==> config.mk <==
export PLATFORM = sky130hd
export DESIGN_NAME = riscv_mem_arbiter
export DESIGN_NICKNAME = d
export VERILOG_FILES = /design/src/rtl/riscv_mem_pkg.sv /design/src/rtl/mem_arb_rr2.sv /design/src/rtl/riscv_mem_arbiter.sv
export SDC_FILE = /design/constraint.sdc
export NUM_CORES = 1
export LEC_CHECK = 0
export ABC_AREA = 1
export ABC_CLOCK_PERIOD_IN_PS = 2200
export CAP_MARGIN = 25
export CORE_MARGIN = 2
export CORE_UTILIZATION = 39
export CTS_CLUSTER_DIAMETER = 80
export DETAILED_ROUTE_END_ITERATION = 7
export PLACE_DENSITY_LB_ADDON = 0.08
export SKIP_CTS_REPAIR_TIMING = 1
export SYNTH_ARGS = -nofsm -noshare
export SYNTH_HDL_FRONTEND = slang
export SYNTH_SLANG_ARGS = --single-unit
==> constraint.sdc <==
create_clock -name CLK -period 2.2 [get_ports CLK]
set_clock_uncertainty 0.05 [all_clocks]
set_input_delay 0.22 -clock CLK [delete_from_list [all_inputs] [get_ports CLK]]
set_output_delay 0.22 -clock CLK [all_outputs]
set_load 0.005 [all_outputs]
==> src/rtl/riscv_mem_pkg.sv <==
// Shared constants and types for the unified-memory arbiter.
package riscv_mem_pkg;

    localparam int unsigned AWIDTH_DEF  = 12;
    localparam int unsigned DWIDTH_DEF  = 32;
    localparam int unsigned MAWIDTH_DEF = 10;

    // Which requester owns the read data coming back from the SRAM next cycle
    typedef enum logic [1:0] {
        OWN_NONE = 2'd0,
        OWN_I    = 2'd1,
        OWN_D    = 2'd2
    } owner_e;

    // Requester identity used by the round-robin pointer
    typedef enum logic {
        PORT_I = 1'b0,
        PORT_D = 1'b1
    } port_e;

    // Grant vector bit positions
    localparam int unsigned GNT_I = 0;
    localparam int unsigned GNT_D = 1;

    // SRAM pin values when no access is issued
    localparam logic       CSN_IDLE = 1'b1;
    localparam logic       WEN_IDLE = 1'b1;
    localparam logic [3:0] BE_IDLE  = 4'h0;
    localparam logic [3:0] BE_FULL  = 4'hF;

endpackage

==> src/rtl/mem_arb_rr2.sv <==
// Two-way round-robin arbiter: grants combinationally, remembers the last winner.
module mem_arb_rr2
    import riscv_mem_pkg::*;
(
    input  logic       CLK,
    input  logic       RST,
    input  logic [1:0] req_i,
    output logic [1:0] gnt_o
);

    port_e last_gnt_q;

    // Lone requester wins outright; on a tie the port that did not win last time goes first
    always_comb begin
        gnt_o = 2'b00;
        if (!RST) begin
            if (req_i[GNT_I] && req_i[GNT_D]) begin
                if (last_gnt_q == PORT_D) begin
                    gnt_o[GNT_I] = 1'b1;
                end else begin
                    gnt_o[GNT_D] = 1'b1;
                end
            end else begin
                gnt_o = req_i;
            end
        end
    end

    // Reset to D so that I wins the first tie after reset
    always_ff @(posedge CLK) begin
        if (RST) begin
            last_gnt_q <= PORT_D;
        end else if (gnt_o[GNT_I]) begin
            last_gnt_q <= PORT_I;
        end else if (gnt_o[GNT_D]) begin
            last_gnt_q <= PORT_D;
        end
    end

endmodule

==> src/rtl/riscv_mem_arbiter.sv <==
// Shares one single-port SRAM between the fetch and data ports of the core,
// routes read data back to its requester and counts per-port stall cycles.
module riscv_mem_arbiter
    import riscv_mem_pkg::*;
#(
    parameter int unsigned AWIDTH    = AWIDTH_DEF,
    parameter int unsigned DWIDTH    = DWIDTH_DEF,
    parameter int unsigned MAWIDTH   = MAWIDTH_DEF,
    parameter int unsigned CNT_WIDTH = 32
) (
    input  logic                 CLK,
    input  logic                 RST,
    // Instruction fetch port
    input  logic                 I_REQ,
    input  logic [AWIDTH-1:0]    I_ADDR,
    output logic                 I_GNT,
    output logic                 I_RVALID,
    output logic [DWIDTH-1:0]    I_RDATA,
    // Data port
    input  logic                 D_REQ,
    input  logic                 D_WE,
    input  logic [AWIDTH-1:0]    D_ADDR,
    input  logic [3:0]           D_BE,
    input  logic [DWIDTH-1:0]    D_WDATA,
    output logic                 D_GNT,
    output logic                 D_RVALID,
    output logic [DWIDTH-1:0]    D_RDATA,
    // SRAM side
    output logic                 MEM_CSN,
    output logic                 MEM_WEN,
    output logic [3:0]           MEM_BE,
    output logic [MAWIDTH-1:0]   MEM_ADDR,
    output logic [DWIDTH-1:0]    MEM_DOUT,
    input  logic [DWIDTH-1:0]    MEM_DI,
    // Stall statistics
    output logic [CNT_WIDTH-1:0] I_STALL_CNT,
    output logic [CNT_WIDTH-1:0] D_STALL_CNT
);

    localparam logic [CNT_WIDTH-1:0] CNT_MAX = '1;

    logic [1:0]           gnt;
    owner_e               owner_d, owner_q;
    logic [CNT_WIDTH-1:0] i_stall_d, i_stall_q;
    logic [CNT_WIDTH-1:0] d_stall_d, d_stall_q;

    // Byte-offset bits never reach the word-addressed SRAM
    logic unused_addr_bits;
    assign unused_addr_bits = ^{I_ADDR[1:0], D_ADDR[1:0]};

    mem_arb_rr2 u_arb (
        .CLK   (CLK),
        .RST   (RST),
        .req_i ({D_REQ, I_REQ}),
        .gnt_o (gnt)
    );

    assign I_GNT = gnt[GNT_I];
    assign D_GNT = gnt[GNT_D];

    // Drive the SRAM from whichever port won; idle pins otherwise (also covers reset)
    always_comb begin
        MEM_CSN  = CSN_IDLE;
        MEM_WEN  = WEN_IDLE;
        MEM_BE   = BE_IDLE;
        MEM_ADDR = '0;
        MEM_DOUT = '0;
        owner_d  = OWN_NONE;
        if (gnt[GNT_I]) begin
            MEM_CSN  = 1'b0;
            MEM_BE   = BE_FULL;
            MEM_ADDR = I_ADDR[MAWIDTH+1:2];
            owner_d  = OWN_I;
        end else if (gnt[GNT_D]) begin
            MEM_CSN  = 1'b0;
            MEM_WEN  = ~D_WE;
            MEM_BE   = D_WE ? D_BE : BE_FULL;
            MEM_ADDR = D_ADDR[MAWIDTH+1:2];
            MEM_DOUT = D_WE ? D_WDATA : '0;
            // Writes produce no return data
            owner_d  = D_WE ? OWN_NONE : OWN_D;
        end
    end

    // Remember who gets the SRAM output next cycle
    always_ff @(posedge CLK) begin
        if (RST) begin
            owner_q <= OWN_NONE;
        end else begin
            owner_q <= owner_d;
        end
    end

    // Read return; reset squashes a return that is in flight
    always_comb begin
        I_RVALID = !RST && (owner_q == OWN_I);
        D_RVALID = !RST && (owner_q == OWN_D);
        I_RDATA  = I_RVALID ? MEM_DI : '0;
        D_RDATA  = D_RVALID ? MEM_DI : '0;
    end

    // Saturating stall counters: a waiting request that was not granted this cycle
    always_comb begin
        i_stall_d = i_stall_q;
        d_stall_d = d_stall_q;
        if (I_REQ && !gnt[GNT_I] && (i_stall_q != CNT_MAX)) begin
            i_stall_d = i_stall_q + 1'b1;
        end
        if (D_REQ && !gnt[GNT_D] && (d_stall_q != CNT_MAX)) begin
            d_stall_d = d_stall_q + 1'b1;
        end
    end

    // Counter state
    always_ff @(posedge CLK) begin
        if (RST) begin
            i_stall_q <= '0;
            d_stall_q <= '0;
        end else begin
            i_stall_q <= i_stall_d;
            d_stall_q <= d_stall_d;
        end
    end

    assign I_STALL_CNT = i_stall_q;
    assign D_STALL_CNT = d_stall_q;

endmodule

==> reports/metrics.cfg, run 1 <==
[hold_path]
min_from = D_REQ
whs_path_depth = 4
hold_class = primary input to register
min_to = owner_q[1]

[grt]
grt_pass1_wl_um = 28800
grt_pass1_vias = 5632
antenna_found_initial = 1
grt_max_degree = 42
gr-usage-all-layers_pct = 27.4
grt_overflow = 0

[pwr]
power.density_nw_per_um2 = 393
leakage_nw = 3.40
totalPowerFinal_mw = 3.28
irDropWorstVdd_v = 0.000344

[clocking]
cts_buffers = 9
cts_tree = yes
path_clk_slew_ns = 0.06
htree_levels = 3
clock-sinks = 67
clk-insertion-delay-late_ns = 0.34
clock-root-buffer = clkbuf_16
clockBufferDepth = 2

[setup_path]
r2r_end = D_STALL_CNT[20]
critPathTopFamily = buffers and inverters
worstSetupPathType = primary input to primary output
critPathMaxStageDelay_ns = 0.50
timing.rr.start = D_STALL_CNT[0]
critPathBufInv = 4
crit_fanout = 6
cp-start-kind = primary input
crit_top_cell = clkdlybuf4s50_1
rrSetupSlack_ns = 0.27
cp_cell_sequence = clkdlybuf4s50_1 > inv_1 > nor2_2 > nand2_4 > clkinvlp_4 > a22o_1 > clkdlybuf4s50_1
cp-end-kind = primary output
crit_slowest_cell = clkdlybuf4s50_1
crit_arrival_ns = 1.88
reg2reg_depth = 9
worstPathRequired_ns = 1.93

[floorplan]
chipHeight_um = 116
fp.dieArea_um2 = 13500
initial_core_util_pct = 40.4
ios = 277
coreArea_um2 = 12100
row_count = 40
die_x_um = 116

[cells_and_area]
fin_util_pct = 68.8
finalNetCount = 1252
n_antenna_cell = 0
drive_gt1_share_pct = 8.38
final_cell_count_no_fill = 1326
syn_to_final_growth_pct = 70.4

[synth]
ys.flop_type = dfxtp_1
synth_top_area_share_pct = 27.4
synth.distinct_cells = 32
mappedNetlistArea_um2 = 4890
synth_edf_count = 0
synth_seq_area_share_pct = 27.4
synth_nets = 962
ys_ff_latch = 67
syn_inst = 863
synthArstFlopShare_pct = 0
synth_area_leader_cell = dfxtp_1
avgSynthCellArea_um2 = 5.67
synthTopCellsByArea = dfxtp_1 (27%), nor2_1 (19%), nand2_1 (17%)
synth.most_common_cell = nor2_1
synth_commonest_cells = nor2_1 (242), nand2_1 (227), inv_1 (93)
yosys_warnings = 0

[timing]
timing_hold_violations_final = 0
setup_violations = 0
tightest_slew_ns = 0.442
period_minus_slack_ns = 2.15
finalSetupTns_ns = 0
hold_ws_ns = 0.345
drv_slew = 0
period_share_pct = 97.7
slew_headroom_pct = 70.4
fmax_mhz = 465

[placed_design]
dp_cells = 1309
gp_congestion = 0.881
numPortBuffers = 272
post-dp-hpwl_um = 15200

[routing]
final_antenna_net_count = 0
drcViolationCount = 0
via_count = 6282
wl_per_cell_um = 14.4
drtIter0Drc = 482
wl_um = 19100
viasPerCell = 4.74
drtPass1Iterations = 5

[job]
drv_cap = 0

[outcome]
status = finished, final reports clean

cells in the final DEF (no fill, tap or decap), drive strengths merged, types with 5 or more instances in the layout:
cell type,Yosys,final
a21oi,57,57
a22o,10,10
buf,11,37
clkbuf,20,9
clkdlybuf4s50,0,268
clkinvlp,0,5
dfxtp,67,67
inv,94,95
nand2,235,235
nand3,64,64
nand4,12,12
nor2,254,254
o21ai,11,11
xor2,10,10
stage by stage:
stage                     setup slack [ns]  instance area, um^2
after floorplan                      0.451                 4890
after global placement              -0.161                 7990
after detailed placement            -0.163                 7990
after CTS                           -0.160                 8290
after global routing               -0.0248                 8340
final                               0.0503                 8340
layer usage:
metal  wire, um  share of wire (%)  GRT usage (%)  vias up
li1           -                  -              -     3267
met1       7940                 42           33.2     2761
met2       9220                 48           46.4      224
met3       1420                7.5           7.90       30
met4        467                2.5           9.92        0
met5          0                  0              0        -
sequential cells by signal (all words and copies together), names as in the netlist:
register          count
D_STALL_CNT          32
I_STALL_CNT          32
owner_q               2
u_arb.last_gnt_q      1
how the worst max path moves through the flow:
stage | startpoint | end | slack (ns) | depth (start not counted)
after global routing | I_REQ | MEM_ADDR[9] | -0.02 | 7
final | I_REQ | MEM_ADDR[9] | 0.05 | 7
after CTS | RST | D_RDATA[8] | -0.16 | 7
after global placement | RST | D_RDATA[8] | -0.16 | 7
after floorplan | I_STALL_CNT[0] | I_STALL_CNT[8] | 0.45 | 10
after detailed placement | RST | D_RDATA[8] | -0.16 | 7
tightest hold or removal path, stage by stage:
cell and delay (ns):
dlymetal6s2s_1 0.17, nand3_2 0.14, buf_4 0.12, nor2_1 0.03
power by group:
part | total, mW | internal (mW) | leakage, nW | switching [mW]
combinational | 0.577 | 0.339 | 2.72 | 0.239
clock | 1.46 | 0.883 | 0.138 | 0.580
sequential | 1.23 | 1.22 | 0.541 | 0.0110
total | 3.28 | 2.44 | 3.40 | 0.830
kinds of logic after synthesis:
logic type,Yosys count,synth area share (%)
fa+ha+maj,2,0.511
simple gates,574,48.8
buf+inv,125,10.6
flops,67,27.4
compound gates,81,10.2
xor+xnor,14,2.51
cell type report:
class | count | area [um^2]
Fill cell | 1136 | 3770
Clock buffer | 9 | 225
Timing Repair inverter | 1 | 7.51
Tap cell | 168 | 210
Sequential cell | 67 | 1340
Clock inverter | 7 | 75.1
Timing Repair Buffer | 309 | 3060
Inverter | 94 | 357
Multi-Input combinational cell | 671 | 3060
Note: power is estimated with default switching activity, not from simulation.
==> inputs of run 2 (changes only) <==
--- a/config.mk
+++ b/config.mk
@@ -9,11 +9,11 @@
 export ABC_CLOCK_PERIOD_IN_PS = 2200
 export CAP_MARGIN = 25
 export CORE_MARGIN = 2
-export CORE_UTILIZATION = 39
-export CTS_CLUSTER_DIAMETER = 80
+export CORE_UTILIZATION = 40
 export DETAILED_ROUTE_END_ITERATION = 7
 export PLACE_DENSITY_LB_ADDON = 0.08
 export SKIP_CTS_REPAIR_TIMING = 1
 export SYNTH_ARGS = -nofsm -noshare
 export SYNTH_HDL_FRONTEND = slang
+export SYNTH_HIERARCHICAL = 1
 export SYNTH_SLANG_ARGS = --single-unit
==> run 2 against run 1 <==
  * Setup slack better by 0.019 ns
  * Cell area is 4.0% higher
  * Largest cell class unchanged
  * Die area is 0.13% lower
  * Via count is 3.3% higher
==> reports/metrics.cfg, run 2 <==
[pwr]
p_int_mw = 2.53
totalPowerFinal_mw = 3.33
irDropWorstVdd_v = 0.000419
p_seq_share_pct = 37.6
power.density_nw_per_um2 = 384
leakage_nw = 4.50
comb_power_share_pct = 17.2
clkPwrFrac_pct = 45.1
swShare_pct = 23.8
p_sw_mw = 0.794

[cells_and_area]
filler_cell_count = 1053
final_cell_mix = nor2_1 (259), clkdlybuf4s50_1 (222), nand2_1 (193), inv_1 (141), dfxtp_1 (67)
drive_gt1_share_pct = 9.42
final_common_cell = nor2_1
finalNetCount = 1293
n_antenna_cell = 0
syn_to_final_growth_pct = 73.0
final_cell_count_no_fill = 1367
fin_util_pct = 71.6

[timing]
drv_slew = 0
rsz0062_at_grt = no
tightest_slew_ns = 0.621
period_share_pct = 96.8
slew_headroom_pct = 58.6
hold_ws_ns = 0.127
finalSetupTns_ns = 0
timing_hold_violations_final = 0
fmax_mhz = 469
setup_violations = 0
period_minus_slack_ns = 2.13

[synth]
synth_nets = 995
ys.flop_type = dfxtp_1
mappedNetlistArea_um2 = 5010
ys_ff_latch = 67
yosys_warnings = 6
synthArstFlopShare_pct = 0
synthTopCellsByArea = dfxtp_1 (27%), nor2_1 (20%), nand2_1 (15%)
synth.most_common_cell = nor2_1
synth_edf_count = 0
syn_inst = 896
synth_area_leader_cell = dfxtp_1
synth_seq_area_share_pct = 26.8
synth_top_area_share_pct = 26.8
synth_commonest_cells = nor2_1 (262), nand2_1 (196), inv_1 (142)
avgSynthCellArea_um2 = 5.59
synth.distinct_cells = 31

[floorplan]
coreArea_um2 = 12100
ios = 277
row_count = 40
initial_core_util_pct = 41.4
die_x_um = 116
fp.dieArea_um2 = 13400
chipHeight_um = 116

[placed_design]
numPortBuffers = 272
post-dp-hpwl_um = 15300
gp_congestion = 0.971
dp_cells = 1348

[setup_path]
crit_arrival_ns = 1.86
cp-end-kind = primary output
worstPathRequired_ns = 1.93
crit_slowest_cell = clkdlybuf4s50_1
cp_cell_sequence = clkdlybuf4s50_1 > buf_4 > nand2_2 > nor2_4 > buf_6 > buf_4 > buf_12 > clkdlybuf4s50_1
critPathMaxStageDelay_ns = 0.50
cp-start-kind = primary input
crit_fanout = 9
worstSetupPathType = primary input to primary output

[routing]
drtPass1Iterations = 5
viasPerCell = 4.75
drcViolationCount = 0
drtIter0Drc = 396
via_count = 6492
wl_per_cell_um = 14.4
wl_um = 19600
final_antenna_net_count = 0

[grt]
grt_overflow = 0
grt_max_degree = 61
grt_pass1_vias = 5698
antenna_found_initial = 0
grt_pass1_wl_um = 28600
gr-usage-all-layers_pct = 27.1

[clocking]
clk-insertion-delay-late_ns = 0.34
clock-root-buffer = clkbuf_16
path_clk_slew_ns = 0.05
cts_buffers = 9
htree_levels = 3
cts_tree = yes
clockBufferDepth = 2
clock-sinks = 67

[hold_path]
hold_class = primary input to register

[outcome]
status = finished, final reports clean

[job]
drv_cap = 0

[run 2: per-stage QoR]
| stage | setup slack, ns | area (um^2) |
|---|---|---|
| 2_1_floorplan | 0.547 | 5010 |
| 3_3_place_gp | -0.185 | 8140 |
| 3_5_place_dp | -0.194 | 8140 |
| 4_1_cts | -0.195 | 8450 |
| 5_1_grt | 0.0252 | 8670 |
| 6_report | 0.0696 | 8670 |
[run 2: area by class of cell]
type / instances / area, um^2 / share of cell area [%]
timing repair buffer: 313 / 3240 / 37.4
clock inverter: 4 / 47.5 / 0.548
clock buffer: 12 / 267 / 3.07
sequential: 67 / 1340 / 15.5
tap: 168 / 210 / 2.42
multi-input combinational: 653 / 3000 / 34.6
inverter: 150 / 563 / 6.49
[run 2: final timing paths]
kind	from	endpoint	slack, ns	cells past startpoint
hold / removal	RST	u_arb/last_gnt_q	0.13	3
hold reg to reg	u_arb/last_gnt_q	u_arb/last_gnt_q	0.47	2
setup / recovery	I_REQ	I_GNT	0.07	8
setup reg to reg	D_STALL_CNT[0]	D_STALL_CNT[27]	0.21	10
[run 2: cell families (layout without fill, tap and decap cells)]
logic type / after synthesis / after routing / synth area share (%)
simple gates: 579 / 579 / 49.4
buf+inv: 176 / 479 / 14.3
flops: 67 / 67 / 26.8
compound gates: 66 / 66 / 7.94
xor+xnor: 6 / 6 / 1.05
fa+ha+maj: 2 / 2 / 0.499
[run 2: metal layers]
metal	wire length (um)	vias to the layer above	share of wire, %	track usage, %
li1	-	3329	-	-
met1	7710	2859	39	32.5
met2	9670	266	49	46.4
met3	1720	38	8.8	8.79
met4	532	0	2.7	7.78
met5	0	-	0	0
[run 2: worst max-delay path, delay by kind of cell]
kind                   cells  cell delay (ns)
buffers and inverters      6             1.45
and+or+nand+nor            2             0.20
[run 2: power by group through the flow]
stage          combinational, mW  clock [mW]  sequential (mW)
2_1_floorplan              0.186           0             1.28
3_5_place_dp               0.563           0             1.28
5_1_grt                    0.620        1.58             1.26
6_report                   0.574        1.50             1.25
4_1_cts                    0.567        1.52             1.25
3_3_place_gp               0.560           0             1.28
